[config.mk]
export PLATFORM = sky130hd
export DESIGN_NAME = mem_access_unit
export DESIGN_NICKNAME = d
export VERILOG_FILES = /design/src/rtl/mem_access_unit_pkg.sv /design/src/rtl/mem_access_unit_byte_lane.sv /design/src/rtl/mem_access_unit.sv
export SDC_FILE = /design/constraint.sdc
export NUM_CORES = 1
export LEC_CHECK = 0
export ABC_CLOCK_PERIOD_IN_PS = 10000
export CORE_MARGIN = 2
export CORE_UTILIZATION = 42
export CTS_CLUSTER_SIZE = 24
export DETAILED_ROUTE_END_ITERATION = 7
export PLACE_DENSITY = 0.75
export SYNTH_ARGS = -nofsm -noshare
export SYNTH_HDL_FRONTEND = slang
export SYNTH_SLANG_ARGS = --single-unit
[constraint.sdc]
create_clock -name clk -period 10 [get_ports clk]
set_input_delay 1.5 -clock clk [delete_from_list [all_inputs] [get_ports clk]]
set_output_delay 1.5 -clock clk [all_outputs]
set_load 0.005 [all_outputs]
[src/rtl/mem_access_unit_pkg.sv]
// Shared definitions for the data-memory access unit:
// op codes, FSM states and small decode helpers.
package mem_access_defs;

  typedef enum logic [2:0] {
    OP_LW  = 3'd0,
    OP_LH  = 3'd1,
    OP_LHU = 3'd2,
    OP_LB  = 3'd3,
    OP_LBU = 3'd4,
    OP_SW  = 3'd5,
    OP_SH  = 3'd6,
    OP_SB  = 3'd7
  } op_e;

  typedef enum logic [1:0] {
    IDLE = 2'd0,
    RD   = 2'd1,
    WR   = 2'd2,
    RESP = 2'd3
  } state_e;

  function automatic logic is_store(input op_e op);
    return (op == OP_SW) || (op == OP_SH) || (op == OP_SB);
  endfunction

  // Access size in bytes: 1, 2 or 4.
  function automatic logic [2:0] access_size(input op_e op);
    logic [2:0] sz;
    unique case (op)
      OP_LW, OP_SW:         sz = 3'd4;
      OP_LH, OP_LHU, OP_SH: sz = 3'd2;
      default:              sz = 3'd1;
    endcase
    return sz;
  endfunction

  function automatic logic misaligned(input op_e op,
                                      input logic [1:0] off);
    logic bad;
    unique case (access_size(op))
      3'd4:    bad = (off != 2'b00);
      3'd2:    bad = off[0];
      default: bad = 1'b0;
    endcase
    return bad;
  endfunction

endpackage

[src/rtl/mem_access_unit_byte_lane.sv]
// Big-endian lane logic: extracts and extends load data,
// and merges sub-word store data into the old word.
module byte_lane_unit
  import mem_access_defs::*;
(
  input  logic [31:0] word,
  input  logic [1:0]  offset,
  input  op_e         op,
  input  logic [31:0] data,
  output logic [31:0] load_data,
  output logic [31:0] merged
);

  logic [7:0]  b;
  logic [15:0] h;

  // Select the addressed byte and halfword lane.
  always_comb begin
    b = word[7:0];
    unique case (offset)
      2'd0:    b = word[31:24];
      2'd1:    b = word[23:16];
      2'd2:    b = word[15:8];
      default: b = word[7:0];
    endcase
    h = offset[1] ? word[15:0] : word[31:16];
  end

  // Sign/zero extension of the selected lane for loads.
  always_comb begin
    load_data = word;
    unique case (op)
      OP_LB:   load_data = {{24{b[7]}}, b};
      OP_LBU:  load_data = {24'd0, b};
      OP_LH:   load_data = {{16{h[15]}}, h};
      OP_LHU:  load_data = {16'd0, h};
      default: load_data = word;
    endcase
  end

  // Replace only the addressed lane for sub-word stores.
  always_comb begin
    merged = word;
    if (op == OP_SB) begin
      unique case (offset)
        2'd0:    merged[31:24] = data[7:0];
        2'd1:    merged[23:16] = data[7:0];
        2'd2:    merged[15:8]  = data[7:0];
        default: merged[7:0]   = data[7:0];
      endcase
    end else if (op == OP_SH) begin
      if (offset[1]) merged[15:0]  = data[15:0];
      else           merged[31:16] = data[15:0];
    end
  end

endmodule

[src/rtl/mem_access_unit.sv]
// Data-memory initiator: word-only accesses, sub-word
// stores via read-modify-write, error flagging.
module mem_access_unit
  import mem_access_defs::*;
#(
  parameter int MEM_BYTES = 12288
) (
  input  logic        clk,
  input  logic        rst,
  input  logic        req_valid,
  output logic        req_ready,
  input  logic [2:0]  req_op,
  input  logic [31:0] req_addr,
  input  logic [31:0] req_wdata,
  input  logic [31:0] req_pc,
  output logic        resp_valid,
  input  logic        resp_ready,
  output logic [31:0] resp_rdata,
  output logic        resp_err,
  output logic [31:0] mem_addr,
  output logic [31:0] mem_wdata,
  output logic        mem_we,
  output logic [31:0] mem_pc,
  input  logic [31:0] mem_rdata
);

  state_e      state;
  op_e         op_q;
  logic [1:0]  off_q;
  logic [31:0] wdata_q;
  op_e         op_in;
  logic [32:0] end_addr;
  logic        req_err;
  logic [31:0] load_data;
  logic [31:0] merged;

  assign op_in = op_e'(req_op);
  // Last byte touched must stay inside the memory.
  assign end_addr = {1'b0, req_addr}
                  + {30'd0, access_size(op_in)};
  assign req_err = misaligned(op_in, req_addr[1:0])
                 || (end_addr > 33'(MEM_BYTES));
  assign req_ready = (state == IDLE);

  byte_lane_unit u_lane (
    .word      (mem_rdata),
    .offset    (off_q),
    .op        (op_q),
    .data      (wdata_q),
    .load_data (load_data),
    .merged    (merged)
  );

  // Access sequencer with registered memory and response outputs.
  always_ff @(posedge clk) begin
    if (rst) begin
      state      <= IDLE;
      op_q       <= OP_LW;
      off_q      <= 2'd0;
      wdata_q    <= 32'd0;
      resp_valid <= 1'b0;
      resp_err   <= 1'b0;
      resp_rdata <= 32'd0;
      mem_we     <= 1'b0;
      mem_addr   <= 32'd0;
      mem_wdata  <= 32'd0;
      mem_pc     <= 32'd0;
    end else begin
      unique case (state)
        IDLE: begin
          if (req_valid) begin
            op_q       <= op_in;
            off_q      <= req_addr[1:0];
            wdata_q    <= req_wdata;
            mem_pc     <= req_pc;
            resp_rdata <= 32'd0;
            resp_err   <= req_err;
            if (req_err) begin
              state      <= RESP;
              resp_valid <= 1'b1;
            end else begin
              mem_addr <= {req_addr[31:2], 2'b00};
              if (op_in == OP_SW) begin
                state     <= WR;
                mem_we    <= 1'b1;
                mem_wdata <= req_wdata;
              end else begin
                state <= RD;
              end
            end
          end
        end
        RD: begin
          if (is_store(op_q)) begin
            state     <= WR;
            mem_we    <= 1'b1;
            mem_wdata <= merged;
          end else begin
            state      <= RESP;
            resp_valid <= 1'b1;
            resp_rdata <= load_data;
          end
        end
        WR: begin
          mem_we     <= 1'b0;
          state      <= RESP;
          resp_valid <= 1'b1;
        end
        RESP: begin
          if (resp_ready) begin
            resp_valid <= 1'b0;
            state      <= IDLE;
          end
        end
        default: state <= IDLE;
      endcase
    end
  end

endmodule

==> metrics <==
status=finished clean; yosys warns=0; worst hold stages=2; element type at the critical path start=input port; vias per inst=5.567; largest net degree at the start of global routing=106; most frequent cell after synthesis=nand2_1; # Post-CTS Setup Buffers=0; Final Worst Setup Slack=3.891 ns; worst-case clock buffer depth=2; min-delay src=mem_pc[19]; quantity of gates resized following cts=0; Critical Path RT=10.26 ns; Die Ht=141.7 µm; htree depth=4; core area=18640 µm²; CP Capture Type=flop; crit-path cells=clkdlybuf4s50_1 > mux2i_1 > ha_1 > ha_1 > fa_1 > a21oi_1 > or4b_1 > a2111oi_4 > o221ai_1 > o211ai_2 > nand4_1 > nor3_4 > nor3b_1; Crit path largest cell delay=0.88 ns; FF-to-FF path depth=9; CP Buf/Inv Count=1; MaxCap Viol Count=0; DR vias=8155; fraction of registers with async set/reset=0%; effective utilization at floorplan=42.74%; wire per inst=17.96 µm; DR DRC count=0; Post-Syn Area=7969 µm²; wirelength, routed=26310 µm; initial antenna violation count=0; ant diodes=0; Final min period=6.109 ns; top cells by area, synth=dfxtp_1 38%, nand2_1 8.2%, a21oi_1 7.0%; Yosys top cell area share=38.18%; Setup TNS=0 ns; Slew Limit Fails=0; CTS tree=yes; Final ANT Viol Nets=0; Pre-Repair DR Iteration Count=5; Die X-Extent=141.7 µm; Post-synth EDFFs=0; Hold Crit Class=reg -> reg; I/O pins=267; worst-margin pin slew=1.061 ns; leakage=4.123 nW; final net count=1365; initial drt markers=701; Sink Count=152; Syn-to-layout area delta=41.15%; Synth top cells by count=174 x nand2_1, 152 x dfxtp_1, 111 x a21oi_1; sequential share of the synthesized area=38.18%; layout cell share with drive strength beyond 1=5.524%; number of CTS-inserted buffers=17; Reg2Reg Capture Point=mem_wdata[8]; vias in the first global route=7691; Peak supply drop=0.1789 mV; Port Buffers=264; CTS root buf=clkbuf_16; slew margin rel.=29.27%; RSZ-0062 raised after global routing=no; FF-to-FF setup slack=7.00 ns; Fillers=1668; Yosys top cell by area=dfxtp_1; row count=50; # hold bufs at CTS=0; CP most frequent cell=ha_1; Syn Area/Cell=7.961 µm²; DP Worst Slack=3.471 ns; Netlist cell types=64; CP Max Fanout=18; die area=20090 µm²; ys flop type=dfxtp_1; Setup violations, final=0; clk_lat worst skew=0.42 ns; overall power=2.206 mW; fmax=0.1637 GHz; Synth Instances=1001; CP Data Arrival Time=6.37 ns; Seq cells post-synth=152; Clock transition at path regs=0.06 ns; PwrDens=196.1 nW/µm²; Hold Fails Final Rpt=0; Hold Path End=mem_pc[19]; Worst R2R Start=state[1]; Total GRT Usage=25.60%; Final period util=61.09%; total congestion overflow=0; critical path class=in -> reg; first-pass GRT wire length=41170 µm; clk_skew=0.008865 ns; Placer Congestion=0.9103; Layout Utilization=60.34%; DP HPWL=19200 µm; Crit-path slowest cell=nor3_4; Largest delay share family, worst path=simple AND/OR/NAND/NOR gates
==> tightest hold or removal path, stage by stage (launching register included) <==
cell     delay, ns
dfxtp_1       0.31
nand2_1       0.05
a21oi_1       0.05
==> cells by family (layout without fill, tap and decap cells) <==
kind of cell	Yosys count	in the layout	share of synthesized area [%]
XOR/XNOR	11	11	1.209
adder cells (fa/ha/maj)	12	12	1.978
buffers and inverters	81	310	4.224
other	1	2	0.04706
AO/OA/AOI/OAI	244	244	19.22
flip-flops	152	152	38.18
AND/OR/NAND/NOR	426	426	25.48
multiplexers	74	74	9.656
==> how the worst max path moves through the flow <==
stage,start,cells after the start,to
4_1_cts,req_op[0],13,mem_addr[21]
2_1_floorplan,req_op[0],14,mem_we
5_1_grt,req_op[2],14,mem_addr[21]
3_5_place_dp,req_op[0],13,mem_addr[21]
6_report,req_op[0],13,mem_addr[21]
3_3_place_gp,req_op[0],13,resp_err
==> power by group <==
part / total (mW) / switching [mW] / internal (mW)
combinational: 0.784 / 0.411 / 0.373
sequential: 0.784 / 0.0762 / 0.708
clock: 0.638 / 0.266 / 0.372
total: 2.21 / 0.753 / 1.45
==> registers in the layout, indices dropped and copies added (netlist names) <==
| register | flops |
|---|---|
| mem_we | 1 |
| resp_err | 1 |
| off_q | 2 |
| mem_addr | 30 |
| op_q | 3 |
| mem_wdata | 32 |
| wdata_q | 16 |
| mem_pc | 32 |
| resp_rdata | 32 |
| state | 2 |
| resp_valid | 1 |
==> layout make-up <==
| cell class | count | area [µm²] | share of cell area, % |
|---|---|---|---|
| clock buffer | 21 | 480.5 | 4.271 |
| clock inverter | 11 | 110.1 | 0.9789 |
| inverter | 8 | 30.03 | 0.2670 |
| multi-input combinational | 769 | 4603 | 40.92 |
| sequential | 152 | 3043 | 27.05 |
| tap | 234 | 292.8 | 2.603 |
| timing repair buffer | 270 | 2689 | 23.90 |
==> metrics by stage <==
| stage | instances | hold WS [ns] | cell area [µm²] |
|---|---|---|---|
| global route | 1465 | 0.4704 | 11250 |
| CTS | 1465 | 0.4543 | 11250 |
| global placement | 1433 | 0.4382 | 10660 |
| detailed placement | 1433 | 0.4434 | 10660 |
| floorplan | 1002 | 0.4482 | 7973 |
| finish | 1465 | 0.4516 | 11250 |
==> layout by cell type, fill, tap and decap left out, types with 3 or more instances in the layout <==
master / count
clkdlybuf4s50_1: 263
nand2_1: 173
dfxtp_1: 152
a21oi_1: 111
nor2_1: 99
mux2i_1: 51
o21ai_0: 36
nand4_1: 27
nand2b_1: 26
nor2b_1: 21
o31ai_1: 17
nor3b_1: 17
clkbuf_16: 17
nand3_1: 16
mux2_2: 16
o22ai_1: 16
a211o_1: 11
ha_1: 10
and2_1: 9
inv_1: 8
a21o_1: 8
o221ai_1: 8
a311o_1: 8
nor3_1: 8
mux2_1: 7
xnor2_1: 6
or3_1: 6
a22oi_1: 6
buf_4: 6
xor2_1: 5
and3_1: 4
o211ai_1: 4
clkbuf_8: 4
a211oi_1: 3
and4_1: 3
clkinv_4: 3
inv_6: 3
clkinvlp_4: 3
==> routing by layer <==
layer | up-vias | GRT usage, % | part of all wire, %
li1 | 3966 | - | -
met3 | 34 | 7.087 | 7.9
met5 | - | 0 | 0
met2 | 331 | 40.78 | 46
met4 | 0 | 7.526 | 2.2
met1 | 3824 | 34.02 | 44
(Power assumes the default switching activity.)
